## src/rtl/serial_rx_decoder.sv

```systemverilog
// UART 8N1 receiver with ASCII keypad-code decoder.
// Oversamples a synchronised rx line, frames bytes LSB first, and maps
// '0'..'9' to 0..9 and 'u' to 4'hF on the digit output.
module serial_rx_decoder #(
  parameter int unsigned CLKS_PER_BIT = 10417,
  parameter int unsigned SYNC_STAGES  = 2
) (
  input  logic       sysclk,
  input  logic       rst_n,
  input  logic       rx,
  output logic [7:0] data,
  output logic       data_valid,
  output logic [3:0] digit,
  output logic       digit_valid,
  output logic       frame_err,
  output logic       busy
);

  localparam int unsigned CNT_W = $clog2(CLKS_PER_BIT);
  localparam logic [CNT_W-1:0] HALF_LAST = CNT_W'(CLKS_PER_BIT / 2 - 1);
  localparam logic [CNT_W-1:0] FULL_LAST = CNT_W'(CLKS_PER_BIT - 1);

  typedef enum logic [2:0] {
    IDLE,
    START,
    DATA,
    STOP,
    BREAK
  } state_t;

  state_t           state, state_next;
  logic [CNT_W-1:0] cnt, cnt_next;
  logic [2:0]       bit_cnt, bit_next;
  logic [7:0]       shift, shift_next;
  logic [7:0]       data_next;
  logic [3:0]       digit_next;
  logic             data_valid_next;
  logic             digit_valid_next;
  logic             frame_err_next;
  logic             busy_next;

  logic [SYNC_STAGES-1:0] sync_q;
  logic                   rx_s;

  assign rx_s = sync_q[SYNC_STAGES-1];

  // Metastability synchroniser for the asynchronous rx line (idles high).
  always_ff @(posedge sysclk or negedge rst_n) begin
    if (!rst_n) begin
      sync_q <= '1;
    end else begin
      sync_q <= {sync_q[SYNC_STAGES-2:0], rx};
    end
  end

  // State, counters and registered outputs.
  always_ff @(posedge sysclk or negedge rst_n) begin
    if (!rst_n) begin
      state       <= IDLE;
      cnt         <= '0;
      bit_cnt     <= '0;
      shift       <= '0;
      data        <= '0;
      digit       <= '0;
      data_valid  <= 1'b0;
      digit_valid <= 1'b0;
      frame_err   <= 1'b0;
      busy        <= 1'b0;
    end else begin
      state       <= state_next;
      cnt         <= cnt_next;
      bit_cnt     <= bit_next;
      shift       <= shift_next;
      data        <= data_next;
      digit       <= digit_next;
      data_valid  <= data_valid_next;
      digit_valid <= digit_valid_next;
      frame_err   <= frame_err_next;
      busy        <= busy_next;
    end
  end

  // Next-state, bit timing, shifting and decode.
  always_comb begin
    state_next       = state;
    cnt_next         = cnt;
    bit_next         = bit_cnt;
    shift_next       = shift;
    data_next        = data;
    digit_next       = digit;
    data_valid_next  = 1'b0;
    digit_valid_next = 1'b0;
    frame_err_next   = 1'b0;

    case (state)
      IDLE: begin
        cnt_next = '0;
        if (!rx_s) begin
          state_next = START;
          bit_next   = '0;
        end
      end

      START: begin
        if (cnt == HALF_LAST) begin
          cnt_next   = '0;
          state_next = rx_s ? IDLE : DATA;
        end else begin
          cnt_next = cnt + 1'b1;
        end
      end

      DATA: begin
        if (cnt == FULL_LAST) begin
          cnt_next   = '0;
          shift_next = {rx_s, shift[7:1]};
          bit_next   = bit_cnt + 3'd1;
          if (bit_cnt == 3'd7) begin
            state_next = STOP;
          end
        end else begin
          cnt_next = cnt + 1'b1;
        end
      end

      STOP: begin
        if (cnt == FULL_LAST) begin
          cnt_next = '0;
          if (rx_s) begin
            // Good frame: re-arm at mid-stop-bit so a back-to-back start is caught.
            state_next      = IDLE;
            data_next       = shift;
            data_valid_next = 1'b1;
            if (shift >= 8'h30 && shift <= 8'h39) begin
              digit_next       = shift[3:0];
              digit_valid_next = 1'b1;
            end else if (shift == 8'h75) begin
              digit_next       = 4'hF;
              digit_valid_next = 1'b1;
            end
          end else begin
            state_next     = BREAK;
            frame_err_next = 1'b1;
          end
        end else begin
          cnt_next = cnt + 1'b1;
        end
      end

      BREAK: begin
        cnt_next = '0;
        if (rx_s) begin
          state_next = IDLE;
        end
      end

      default: begin
        state_next = IDLE;
        cnt_next   = '0;
      end
    endcase

    busy_next = (state_next != IDLE);
  end

endmodule

```

## config.mk

```make
export PLATFORM = sky130hd
export DESIGN_NAME = serial_rx_decoder
export DESIGN_NICKNAME = d
export VERILOG_FILES = /design/src/rtl/serial_rx_decoder.sv
export SDC_FILE = /design/constraint.sdc
export NUM_CORES = 1
export LEC_CHECK = 0
export CORE_ASPECT_RATIO = 0.8
export CORE_MARGIN = 2
export CORE_UTILIZATION = 31
export CTS_BUF_LIST = sky130_fd_sc_hd__clkbuf_4 sky130_fd_sc_hd__clkbuf_8
export CTS_CLUSTER_SIZE = 20
export DETAILED_ROUTE_END_ITERATION = 8
export PLACE_DENSITY = 0.53
export SYNTH_ARGS = -nofsm -noshare
export SYNTH_HDL_FRONTEND = slang
export SYNTH_SLANG_ARGS = --single-unit
```

## constraint.sdc

```tcl
create_clock -name sysclk -period 3.4 [get_ports sysclk]
set_clock_uncertainty 0.15 [all_clocks]
set_input_delay 0.51 -clock sysclk [delete_from_list [all_inputs] [get_ports sysclk]]
set_output_delay 0.51 -clock sysclk [all_outputs]
set_load 0.02 [all_outputs]
```

==> reports/results.tsv, run 1 <==
stage	metric	value	unit
timing	achievable clock frequency	376.0	MHz
detailed_routing	DR WL met2	1551	µm
setup_path	FF-to-FF setup slack	0.74	ns
die	I/O pin total	19	
yosys	Synth Flop Type	dfrtp_1	
yosys	Yosys warning total	0	
setup_path	crit-path max FO	9	
layout	Final Non-Filler Cells	281	
timing	Final Hold Violating Endpoints	0	
setup_path	crit-path cells	or3_1 > or4_1 > nor2_2 > mux2_2	
detailed_routing	vias	1333	
die	Rows	26	
detailed_routing	met1 wire length	1990	µm
setup_path	crit path launch type	register	
timing	fin crit period	2.659	ns
layout	commonest non-fill, non-tap cell in the layout	dfrtp_1	
layout	Core Util, Final	38.44	%
yosys	Synth Cell Area	0.002063	mm²
layout	Layout area overhead	19.41	%
clock_network	TritonCTS clock tree	yes	
global_routing	initial antenna violation count	0	
yosys	cell count after synthesis	174	
die	initial core utilization	32.19	%
clock_network	clk buf depth	2	
power_and_ir_drop	LEAKAGE	1.115	nW
die	Die H	76.97	µm
placed_design	hpwl dp	2484	µm
global_routing	Total GRT Usage	11.20	%
yosys	register area share after synthesis	55.91	%
detailed_routing	met3 WL	122	µm
timing	final setup violation count	0	
setup_path	CP max stage delay	0.70	ns
worst_hold_path	Hold Path Class	reg -> reg	
clock_network	cts-stage hold buffer count	0	
detailed_routing	via/cell ratio	4.744	
detailed_routing	WL final	3703	µm
detailed_routing	Pre-antenna DRT Iters	5	
layout	fin nets	203	
placed_design	Port Buffers	18	
placed_design	RePlAce Congestion	0.8017	
timing	RSZ-0062 raised after global routing	false	
die	core area	0.006409	mm²
timing	setup TNS	0	ns
timing	Final period util	78.22	%
timing	worst rel slew slack	33.99	%
timing	Pins Over Slew Limit	0	
clock_network	cts repair resizes	0	
setup_path	Critical Path AT	2.70	ns
yosys	Post-Syn Area per Cell	11.86	µm²
clock_network	Setup Fix Bufs, Post-CTS	0	
clock_network	total CTS buffers	5	
die	Die Wd	95.21	µm
placed_design	Post-DP Area	0.002326	mm²
power_and_ir_drop	VDD IR max	0.1586	mV
placed_design	placed cells	273	
yosys	synthesized flop and latch total	46	
detailed_routing	DR top layer	met4	
layout	share of cells above drive strength 1	15.74	%
clock_network	Clock Sinks	46	
setup_path	CP max stage cell	or4_1	
yosys	EDFF count, synth	0	
layout	commonest cells after routing, fill and taps aside	dfrtp_1, nor2_1, clkdlybuf4s50_1	
clock_network	Clock transition at path regs	0.09	ns
detailed_routing	Initial DRC Count	95	
clock_network	clock latency on the worst-skew pair	0.30	ns
layout	Antenna diodes	0	
power_and_ir_drop	total power	0.001043	W
yosys	Async SR Flop Fraction	100.0	%
global_routing	grt total ovfl	0	
clock_network	CTS root buffer	clkbuf_8	
timing	worst slew pin tran	0.9902	ns
layout	post-route cell area	0.002464	mm²
flow_run	number of max-cap violations	0	
setup_path	WP data required	3.44	ns
outcome	status	finished, final reports clean	
global_routing	number of global-route vias before repair	1273	
detailed_routing	DRC Markers	0	
detailed_routing	ANT nets after route	0	
detailed_routing	wire length per cell	13.18	µm
yosys	Mapped Nets	181	
global_routing	first-pass GRT wire length	6306	µm
yosys	synth unique cells	37	
setup_path	Worst Path Class, Setup	reg -> reg	
power_and_ir_drop	Pwr Density	423.3	mW/mm²
global_routing	largest net degree at the start of global routing	47	
clock_network	H-tree levels	2	
setup_path	Crit. End Element	register	
die	DIE AREA	0.007328	mm²
## stage by stage
step	hold WS [ns]	setup slack (ns)
after CTS	0.2096	0.7418
after global placement	0.1957	0.7815
after floorplan	0.06441	0.9082
final	0.2082	0.7406
after global routing	0.2205	0.6007
after detailed placement	0.1969	0.7450
## registers in the layout (all words and copies together), names as in the netlist
| signal | cells |
|---|---|
| digit | 4 |
| digit_valid | 1 |
| shift | 8 |
| busy | 1 |
| data_valid | 1 |
| frame_err | 1 |
| sync_q | 2 |
| state | 3 |
| data | 8 |
| bit_cnt | 3 |
| cnt | 14 |
## cells in the mapped netlist, types with 4 or more instances
| cell type | number | area share (%) |
|---|---|---|
| nand2_1 | 13 | 2.4 |
| mux2i_1 | 4 | 1.9 |
| xnor2_1 | 9 | 3.8 |
| o32a_1 | 4 | 1.9 |
| dfrtp_1 | 44 | 53 |
| mux2_2 | 9 | 4.9 |
| or3_1 | 4 | 1.2 |
| inv_1 | 10 | 1.8 |
| mux2_4 | 7 | 5.1 |
| nor3_1 | 4 | 0.97 |
| ha_1 | 4 | 2.4 |
| nor2_1 | 18 | 3.3 |
| nand3_1 | 6 | 1.5 |
## per-layer routing
layer  track usage (%)  vias to the layer above
li1                  -                      649
met1             16.73                      650
met2             14.79                       30
met3             4.224                        4
met4             3.478                        0
met5                 0                        -
## final timing paths
kind                            from         to  cells after the start
max                           cnt[8]    data[1]                      4
min                        sync_q[0]  sync_q[1]                      0
max reg2reg                   cnt[8]    data[1]                      4
min reg2reg                sync_q[0]  sync_q[1]                      0
max in group asynchronous      rst_n     cnt[3]                      1
min in group asynchronous      rst_n    data[4]                      1
## where the power goes
group / internal, W / leakage (nW) / switching, W
registers: 0.000549 / 0.616 / 0.00000150
logic: 0.00000195 / 0.431 / 0.0000109
clock network: 0.000294 / 0.0683 / 0.000185
total: 0.000845 / 1.12 / 0.000198
## final cells by class
| cell class | instances | area (µm²) |
|---|---|---|
| tap | 84 | 105.1 |
| fill | 613 | 3945 |
| sequential | 46 | 1154 |
| clock buffer | 5 | 68.82 |
| timing repair buffer | 19 | 182.7 |
| multi-input combinational | 114 | 847.1 |
| clock inverter | 3 | 68.82 |
| inverter | 10 | 37.54 |
## cells by family after synthesis
family	synth area share [%]
compound gates	4.730
fa+ha+maj	2.426
buf+inv	3.032
flops	55.91
mux	11.95
xor+xnor	5.094
simple gates	16.86
## worst max-delay path: cells and delay by family, from the launching register on
| family | cells | cell delay (ns) |
|---|---|---|
| DFF | 1 | 0.44 |
| muxes | 1 | 0.39 |
| and+or+nand+nor | 3 | 1.57 |
(Power assumes the default switching activity.)
==> inputs of run 2 (changes only) <==
Clock period 3.4 ns to 2.65 ns, I/O delays scaled along.
==> run 2 against run 1 <==
Clock-buffer cell count unchanged. Global-route usage increased by 0.48 points. Routed wire length increased by 0.84%. Combinational power increased by 53%. Sequential power increased by 28%. Hold slack improved by 0.0027 ns. Critical endpoint is now shift[2]. Largest cell class unchanged. Largest power group unchanged.
==> reports/results.tsv, run 2 (synthesis gave the netlist of run 1 again) <==
stage	metric	value	unit	change
outcome	status	finished, final reports clean		
detailed_routing	ANT nets after route	0		unchanged
detailed_routing	DRC Markers	0		unchanged
detailed_routing	WL final	3734	µm	+0.84%
global_routing	largest net degree at the start of global routing	31		-34%
timing	RSZ-0062 raised after global routing	false		
clock_network	CTS root buffer	clkbuf_8		
setup_path	Critical Path AT	2.55	ns	-0.15 ns
layout	commonest cells after routing, fill and taps aside	dfrtp_1, nor2_1, clkdlybuf4s50_1		
placed_design	Port Buffers	18		unchanged
clock_network	Setup Fix Bufs, Post-CTS	0		unchanged
clock_network	cts repair resizes	0		unchanged
clock_network	Clock transition at path regs	0.09	ns	about the same
placed_design	RePlAce Congestion	0.8188		+2.1%
die	Die Wd	95.21	µm	unchanged
layout	Layout area overhead	21.65	%	
layout	Core Util, Final	39.16	%	+0.72 points
flow_run	number of max-cap violations	0		unchanged
clock_network	H-tree levels	2		unchanged
power_and_ir_drop	LEAKAGE	1.142	nW	+2.4%
global_routing	Total GRT Usage	11.68	%	+0.48 points
placed_design	hpwl dp	2649	µm	+6.6%
die	core area	0.006409	mm²	unchanged
layout	Top reg by flops	cnt		
clock_network	TritonCTS clock tree	yes		
die	initial core utilization	32.19	%	unchanged
layout	Antenna diodes	0		unchanged
clock_network	Clock Sinks	46		unchanged
timing	setup TNS	0	ns	unchanged
detailed_routing	via/cell ratio	4.721		-0.49%
layout	leading registers by flop count	cnt (14), data (8), shift (8)		
detailed_routing	vias	1369		+2.7%
die	Die H	76.97	µm	unchanged
layout	max reg flops	14		unchanged
timing	achievable clock frequency	397.7	MHz	+5.8%
global_routing	initial antenna violation count	0		unchanged
setup_path	crit path launch type	register		
setup_path	WP data required	2.69	ns	-0.75 ns
layout	share of cells above drive strength 1	18.93	%	+3.2 points
power_and_ir_drop	Pwr Density	495.0	mW/mm²	+17%
setup_path	Crit. End Element	register		
layout	commonest non-fill, non-tap cell in the layout	dfrtp_1		
detailed_routing	wire length per cell	12.88	µm	-2.3%
clock_network	clk buf depth	2		unchanged
timing	fin crit period	2.514	ns	-0.1450 ns
timing	worst slew pin tran	0.6494	ns	-0.3408 ns
setup_path	Worst Path Class, Setup	reg -> reg		
global_routing	number of global-route vias before repair	1316		+3.4%
timing	Pins Over Slew Limit	0		unchanged
timing	final setup violation count	0		unchanged
timing	Final Hold Violating Endpoints	0		unchanged
worst_hold_path	Hold Path Class	reg -> reg		
die	Rows	26		unchanged
global_routing	grt total ovfl	0		unchanged
clock_network	cts-stage hold buffer count	1		+1
timing	worst rel slew slack	56.71	%	+23 points
layout	fillers	622		+1.5%
timing	Final period util	94.89	%	+17 points
clock_network	clock latency on the worst-skew pair	0.30	ns	about the same
die	I/O pin total	19		unchanged
clock_network	total CTS buffers	5		unchanged
layout	fin nets	212		+4.4%
detailed_routing	Initial DRC Count	115		+21%
power_and_ir_drop	VDD IR max	0.2065	mV	+30%
global_routing	first-pass GRT wire length	6582	µm	+4.4%
setup_path	crit-path max FO	11		+2
die	DIE AREA	0.007328	mm²	unchanged
detailed_routing	Pre-antenna DRT Iters	4		-1
placed_design	placed cells	281		+2.9%
layout	Final Non-Filler Cells	290		+3.2%
-- run 2: cell types whose count changed in the layout (fill, tap and decap cells not counted), sizes merged --
cell	previous run	this run
clkinvlp	0	2
bufinv	2	1
dlygate4sd3	0	1
buf	2	10
clkinv	1	0
-- run 2: critical path, cell delays in order, from the launching register on --
cell	delay, ns
dfrtp_1	0.44
or3_1	0.37
or4_1	0.63
or3_4	0.48
mux2_4	0.33
-- run 2: area by class of cell --
cell class,instances,area (µm²),area share (%)
Multi-Input combinational cell,114,847.1,33.75
Timing Repair Buffer,28,252.7,10.07
Tap cell,84,105.1,4.187
Clock buffer,5,68.82,2.742
Clock inverter,3,45.04,1.795
Sequential cell,46,1154,45.96
Inverter,10,37.54,1.496
-- run 2: worst paths after layout --
| path | start | end | slack (ns) | depth (start not counted) |
|---|---|---|---|---|
| setup / recovery | cnt[3] | shift[2] | 0.14 | 4 |
| hold / removal | sync_q[0] | sync_q[1] | 0.21 | 0 |
| setup reg to reg | cnt[3] | shift[2] | 0.14 | 4 |
| hold reg to reg | sync_q[0] | sync_q[1] | 0.21 | 0 |
| max in group asynchronous | rst_n | digit[0] | 1.26 | 3 |
| min in group asynchronous | rst_n | state[0] | 0.51 | 2 |
-- run 2: power by group --
| group | total [W] | leakage (nW) | internal (W) | switching [W] |
|---|---|---|---|---|
| Combinational | 0.0000197 | 0.476 | 0.00000535 | 0.0000143 |
| Sequential | 0.000706 | 0.616 | 0.000704 | 0.00000183 |
| Clock | 0.000517 | 0.0504 | 0.000280 | 0.000236 |
| Total | 0.00124 | 1.14 | 0.000990 | 0.000253 |
-- run 2: per-layer routing --
layer,part of all wire [%],up-vias,GRT usage (%)
met3,4.9,2,4.126
met4,1.1,0,3.913
met5,0,-,0
li1,-,671,-
met1,53,657,17.90
met2,41,39,14.93
-- run 2: through the flow --
stage | hold WS [ns] | total power, W | setup slack, ns | area, µm²
final | 0.2109 | 0.001242 | 0.1355 | 2510
after global routing | 0.2167 | 0.001300 | 0.09108 | 2510
after global placement | 0.1961 | 0.0007403 | 0.1937 | 2386
after floorplan | -0.04809 | 0.0007206 | 0.1582 | 2063
after CTS | 0.2114 | 0.001264 | 0.1301 | 2510
after detailed placement | 0.1987 | 0.0007398 | 0.1381 | 2386
